## src/rtl/lbus_arbiter.sv

```systemverilog
`default_nettype none
// ============================================================================
// Module      : lbus_arbiter
// Description : Local memory bus arbiter for CPU cycle control, DMA and a
//               self-timed DRAM refresh. Owns the refresh interval timer and
//               produces the registered one-hot grants plus WAIT1/WAIT2.
//               Optional macro ARB_FAIR_EN bounds DMA bursts while CPU waits.
// Revision    : 1.0 - initial release
// ============================================================================
module lbus_arbiter #(
    parameter int REFRESH_PERIOD = 390,
    parameter int REFRESH_LEN    = 4,
    parameter int TURNAROUND     = 1,
    parameter int DMA_BURST_MAX  = 4
) (
    input  logic CK,
    input  logic RST,
    input  logic CREQ,
    input  logic DREQ,
    output logic CGNT_n,
    output logic DGNT_n,
    output logic RGNT_n,
    output logic WAIT1,
    output logic WAIT2,
    output logic RFOVR
);

    localparam logic [11:0] c_timer_reload = 12'(REFRESH_PERIOD - 1);
    localparam logic [3:0]  c_rlen_load    = 4'(REFRESH_LEN - 1);
    localparam logic [1:0]  c_turn_load    = 2'(TURNAROUND - 1);

    // Reject out-of-range configurations at elaboration time.
    if (REFRESH_PERIOD < 8 || REFRESH_PERIOD > 4095 || REFRESH_LEN < 1 ||
        REFRESH_LEN > 15 || TURNAROUND < 1 || TURNAROUND > 3 ||
        DMA_BURST_MAX < 1 || DMA_BURST_MAX > 7) begin : g_param_check
        $error("lbus_arbiter: parameter out of range");
    end

    typedef enum logic [2:0] {
        ST_IDLE = 3'd0,
        ST_CPU  = 3'd1,
        ST_DMA  = 3'd2,
        ST_REFR = 3'd3,
        ST_TURN = 3'd4
    } state_t;

    state_t      state_q, state_d;
    logic [11:0] timer_q, timer_d;
    logic        rfpend_q, rfpend_d;
    logic        rfovr_q, rfovr_d;
    logic [1:0]  turn_cnt_q, turn_cnt_d;
    logic [3:0]  rlen_cnt_q, rlen_cnt_d;
    logic        enter_refr;
    logic        timer_expire;
    logic        fair_cpu_pref;

`ifdef ARB_FAIR_EN
    localparam logic [2:0] c_burst_max = 3'(DMA_BURST_MAX);

    logic [2:0] burst_q, burst_d;

    // Once the burst limit is reached a waiting CPU wins the next arbitration.
    assign fair_cpu_pref = (burst_q >= c_burst_max);

    // Count DMA grants issued while the CPU waits; clear on CPU grant or idle CPU.
    always_comb begin
        burst_d = burst_q;
        if (state_q == ST_IDLE) begin
            if (!CREQ) begin
                burst_d = 3'd0;
            end else if (state_d == ST_CPU) begin
                burst_d = 3'd0;
            end else if (state_d == ST_DMA && burst_q != 3'd7) begin
                burst_d = burst_q + 3'd1;
            end
        end
    end

    // Burst counter register.
    always_ff @(posedge CK or posedge RST) begin
        if (RST) begin
            burst_q <= 3'd0;
        end else begin
            burst_q <= burst_d;
        end
    end
`else
    assign fair_cpu_pref = 1'b0;
`endif

    // Free-running refresh interval timer, pending flag and sticky overrun.
    always_comb begin
        timer_expire = (timer_q == 12'd0);
        timer_d      = timer_expire ? c_timer_reload : (timer_q - 12'd1);
        // A new expiry wins over the clear caused by entering REFR.
        rfpend_d     = timer_expire | (rfpend_q & ~enter_refr);
        rfovr_d      = rfovr_q | (timer_expire & rfpend_q);
    end

    // Arbitration next-state logic and per-state counters.
    always_comb begin
        state_d    = state_q;
        turn_cnt_d = turn_cnt_q;
        rlen_cnt_d = rlen_cnt_q;
        enter_refr = 1'b0;
        case (state_q)
            ST_IDLE: begin
                if (rfpend_q) begin
                    state_d    = ST_REFR;
                    rlen_cnt_d = c_rlen_load;
                    enter_refr = 1'b1;
                end else if (DREQ && !(fair_cpu_pref && CREQ)) begin
                    state_d = ST_DMA;
                end else if (CREQ) begin
                    state_d = ST_CPU;
                end
            end
            ST_CPU: begin
                if (!CREQ) begin
                    state_d    = ST_TURN;
                    turn_cnt_d = c_turn_load;
                end
            end
            ST_DMA: begin
                if (!DREQ) begin
                    state_d    = ST_TURN;
                    turn_cnt_d = c_turn_load;
                end
            end
            ST_REFR: begin
                if (rlen_cnt_q == 4'd0) begin
                    state_d    = ST_TURN;
                    turn_cnt_d = c_turn_load;
                end else begin
                    rlen_cnt_d = rlen_cnt_q - 4'd1;
                end
            end
            ST_TURN: begin
                if (turn_cnt_q == 2'd0) begin
                    state_d = ST_IDLE;
                end else begin
                    turn_cnt_d = turn_cnt_q - 2'd1;
                end
            end
            default: begin
                state_d = ST_IDLE;
            end
        endcase
    end

    // State and timer registers; reset releases all grants asynchronously.
    always_ff @(posedge CK or posedge RST) begin
        if (RST) begin
            state_q    <= ST_IDLE;
            timer_q    <= c_timer_reload;
            rfpend_q   <= 1'b0;
            rfovr_q    <= 1'b0;
            turn_cnt_q <= 2'd0;
            rlen_cnt_q <= 4'd0;
        end else begin
            state_q    <= state_d;
            timer_q    <= timer_d;
            rfpend_q   <= rfpend_d;
            rfovr_q    <= rfovr_d;
            turn_cnt_q <= turn_cnt_d;
            rlen_cnt_q <= rlen_cnt_d;
        end
    end

    assign CGNT_n = ~(state_q == ST_CPU);
    assign DGNT_n = ~(state_q == ST_DMA);
    assign RGNT_n = ~(state_q == ST_REFR);
    assign WAIT2  = (state_q == ST_TURN);
    assign WAIT1  = CREQ & (state_q != ST_CPU);
    assign RFOVR  = rfovr_q;

endmodule
`default_nettype wire

```

## config.mk

```make
export PLATFORM = sky130hd
export DESIGN_NAME = lbus_arbiter
export DESIGN_NICKNAME = d
export VERILOG_FILES = /design/src/rtl/lbus_arbiter.sv
export SDC_FILE = /design/constraint.sdc
export NUM_CORES = 1
export LEC_CHECK = 0
export BUFFER_PORTS_ARGS = -buffer_cell sky130_fd_sc_hd__buf_2
export CORE_MARGIN = 2
export CORE_UTILIZATION = 55
export CTS_BUF_LIST = sky130_fd_sc_hd__clkbuf_4 sky130_fd_sc_hd__clkbuf_8
export DETAILED_ROUTE_END_ITERATION = 10
export GPL_ROUTABILITY_DRIVEN = 1
export PLACE_DENSITY = 0.81
export RECOVER_POWER = 50
export SYNTH_ARGS = -nofsm -noshare
export SYNTH_HDL_FRONTEND = slang
export SYNTH_SLANG_ARGS = --single-unit
```

## constraint.sdc

```tcl
create_clock -name CK -period 1.6 [get_ports CK]
set_input_delay 0.08 -clock CK [delete_from_list [all_inputs] [get_ports CK]]
set_output_delay 0.08 -clock CK [all_outputs]
set_load 0.02 [all_outputs]
```

==> results.md <==
* Ys flop type: dfrtp_1
* Worst hold path type: in2reg
* Root buffer cell: clkbuf_4
* H-Tree Level Count at 1
* Setup TNS at -0.6301 ns
* Register-to-Register Path Depth at 5
* Worst skew pair latency at between 0.3 and 0.4 ns
* Vias post-DR at around 1000
* Status: finished with violations
* Worst-case clock buffer depth at 2
* CTS tree: yes
* Layout Nets at 172
* Maxcap violations at 0
* Post-synth ARST share at 1.000
* Total length of routed wires at ~2.9 mm
* Cell taking the most area after synthesis: dfrtp_1
* HPWL after detailed placement at ~1.8 mm
* Crit. End Element: register
* Comb pwr share at 0.438
* Final setup vio count at 6
* I/O Buffers at 9
* Via density at about 5.5
* Worst r2r src: timer_q[0]$_DFF_PP1_
* Worst hold path depth at 3
* Setup slack after layout at -0.1910 ns
* Power density over cell area at ~1100 nW/µm²
* Largest net degree at the start of global routing at 16
* CTS sink count at 23
* Failing checks: negative setup slack
* Switch Pwr at 0.0006057 W
* GRT Util Overall at 0.2371
* Row cnt at 16
* CTS clk-pin slew, worst paths at ~0.14 ns
* Share of the synthesized area in the top cell type at 0.4004
* Die extent in x at between 50 and 60 µm
* Tightest Pin Transition at 0.7933 ns
* CORE AREA at approximately 2000 µm²
* Crit-path max FO at 3
* First-pass GRT wire length at about 4.4 mm
* Critical path required time at around 1.9 ns
* FF+latch count, synth at 23
* Worst Hold Launch: DREQ
* Crit. Startpoint: timer_q[0]$_DFF_PP1_
* DRT Pass-1 Iters at 6
* Number of flops mapped to enable cells by yosys at 0
* Switching Share at 0.3348
* Netlist cell types at 37
* Ys Warns at 0
* Cells after Synth at 120
* Die H at a little over 50 µm
* Vias in the first global route at between 1000 and 1500
* Area Overhead vs Synth at 38.78%
* Number of buffers created by CTS at 3
* Area contributors post-synth: dfrtp_1, dfstp_2, nor2_1, ha_1, inv_1
* Number of top-level pins at 10
* Max Fclk at around 0.56 GHz
* Fill count at 108
* Avg WL per Cell at around 15 µm
* Slew headroom at 0.4711
* Final Slew Violations at 0
* Pleak at about 0.8 nW
* Die Area at around 2500 µm²
* Area post-placement at between 1000 and 1500 µm²
* Flop pwr share at 0.395
* Layout cells sized above 1 at 0.4663
* VDD IR max at 1361 µV
* Most frequent cells in the layout: buf_4, dfrtp_1, nor2_1, nand2_1
* CP Launch Type: register
* Int Power at about 0.0012 W
* Signal arrival time at the worst endpoint at approximately 2.1 ns
* Flip-flop and latch area at about 580 µm²
* Final Instance Area at about 1600 µm²
* GP Congestion at around 0.84
* Mean Syn Cell Area at just under 10 µm²
* Grt total ovfl at 0
* DRC at 0
* Fin. Hold Viols at 0
* Initial antenna violation count at 0
* Clock Skew at roughly 0.016 ns
* Period minus WS final at 1.791 ns
* Most common cell after layout, fill and taps aside: buf_4
* RSZ-0062 raised after global routing: true
* ANT nets after route at 0
* Area of the multi-input gates at between 600 and 700 µm²
* Net Count, Synth at between 100 and 150
* Netlist Area Pre-Place at 1187 µm²
* Initial Util at 0.5931
* Setup Crit Path Kind: reg2reg
* Ant diodes at 0
* Fin crit share at 1.119
* Clock power share at 0.167
* Number of DRC markers in iteration 0 at 24
* Seq/Total Area, Yosys at 0.4889
## Yosys cell counts, types with 2 or more instances
| library cell | n |
|---|---|
| xor2_1 | 2 |
| a21oi_1 | 6 |
| ha_1 | 4 |
| or3_1 | 2 |
| o21ai_0 | 2 |
| a21o_1 | 2 |
| dfrtp_1 | 19 |
| a22o_1 | 2 |
| nor2_1 | 17 |
| xnor2_1 | 4 |
| nand3_1 | 3 |
| inv_1 | 10 |
| or4b_4 | 2 |
| nor3_1 | 6 |
| nor3b_1 | 2 |
| nand2_1 | 10 |
| mux2_2 | 2 |
| and3_1 | 2 |
| dfstp_2 | 4 |
| or4_1 | 2 |
## registers in the layout, indices dropped and copies added, names as in the netlist
signal,cells
rfpend_q,1
RFOVR,1
rlen_cnt_q,4
turn_cnt_q,2
timer_q,12
state_q,3
## cell type report
type / instances / area share
multi-input combinational: 85 / 0.3941
sequential: 23 / 0.3523
timing repair buffer: 41 / 0.1921
inverter: 10 / 0.02278
tap: 27 / 0.02050
clock buffer: 4 / 0.01822
## cells by family after synthesis
logic type | share of synthesized area
and+or+nand+nor | 0.2645
xor gates and xnor gates | 0.04426
buffers and inverters | 0.04531
muxes | 0.03688
DFF | 0.4889
AOI/OAI and AO/OA | 0.07799
adders and majority gates | 0.04215
## per-layer routing
| metal | vias to the layer above | global-route usage | wire (µm) |
|---|---|---|---|
| met2 | 18 | 0.4211 | 1481 |
| met1 | 515 | 0.2593 | 1277 |
| met5 | - | 0 | 0 |
| met3 | 7 | 0.04762 | 64 |
| met4 | 0 | 0.1396 | 57 |
| li1 | 501 | - | - |
## power by group through the flow
stage / registers [W] / clock network [W] / logic [W]
3_3_place_gp: 0.000717 / 0 / 0.000591
4_1_cts: 0.000717 / 0.000300 / 0.000706
5_1_grt: 0.000725 / 0.000324 / 0.000859
6_report: 0.000715 / 0.000302 / 0.000792
2_1_floorplan: 0.000733 / 0 / 0.000366
3_5_place_dp: 0.000726 / 0 / 0.000621
## critical path, cell delays in order, from the launching register on
cell and delay [ns]:
dfstp_2 0.40, inv_2 0.09, ha_4 0.14, or4b_4 0.49
or4_1 0.43, a22o_1 0.20
## stage by stage
step                        util  cells  total power, W  setup WS, ns  hold WS (ns)
after detailed placement  0.7119    177        0.001348       -0.1891       0.05335
after global routing      0.8231    190        0.001908       -0.2163        0.1305
final                     0.8231    190        0.001809       -0.1910       0.09841
after global placement    0.7119    177        0.001308       -0.1175       0.03986
after CTS                 0.7800    186        0.001723       -0.1420       0.09871
after floorplan                -    120        0.001099       -0.1557       0.07896
## repair_timing
action | 4_1_cts | 5_1_grt
hold buffers | 1 | 0
resized for setup | 20 | 16
setup endpoints to repair | 8 | 13
endpoints found under the hold margin | 8 | 0
pin swaps | 4 | 7
setup buffers | 4 | 6
## final timing paths
| kind | end | slack, ns |
|---|---|---|
| max | timer_q[8]$_DFF_PP1_ | -0.19 |
| min in group asynchronous | timer_q[6]$_DFF_PP0_ | 0.24 |
| max in group asynchronous | timer_q[3]$_DFF_PP0_ | 0.32 |
| min | state_q[1]$_DFFE_PP0P_ | 0.1 |
| max reg2reg | timer_q[8]$_DFF_PP1_ | -0.19 |
| min reg2reg | RFOVR$_DFF_PP0_ | 0.48 |
Power figures use the tool's default switching activity.
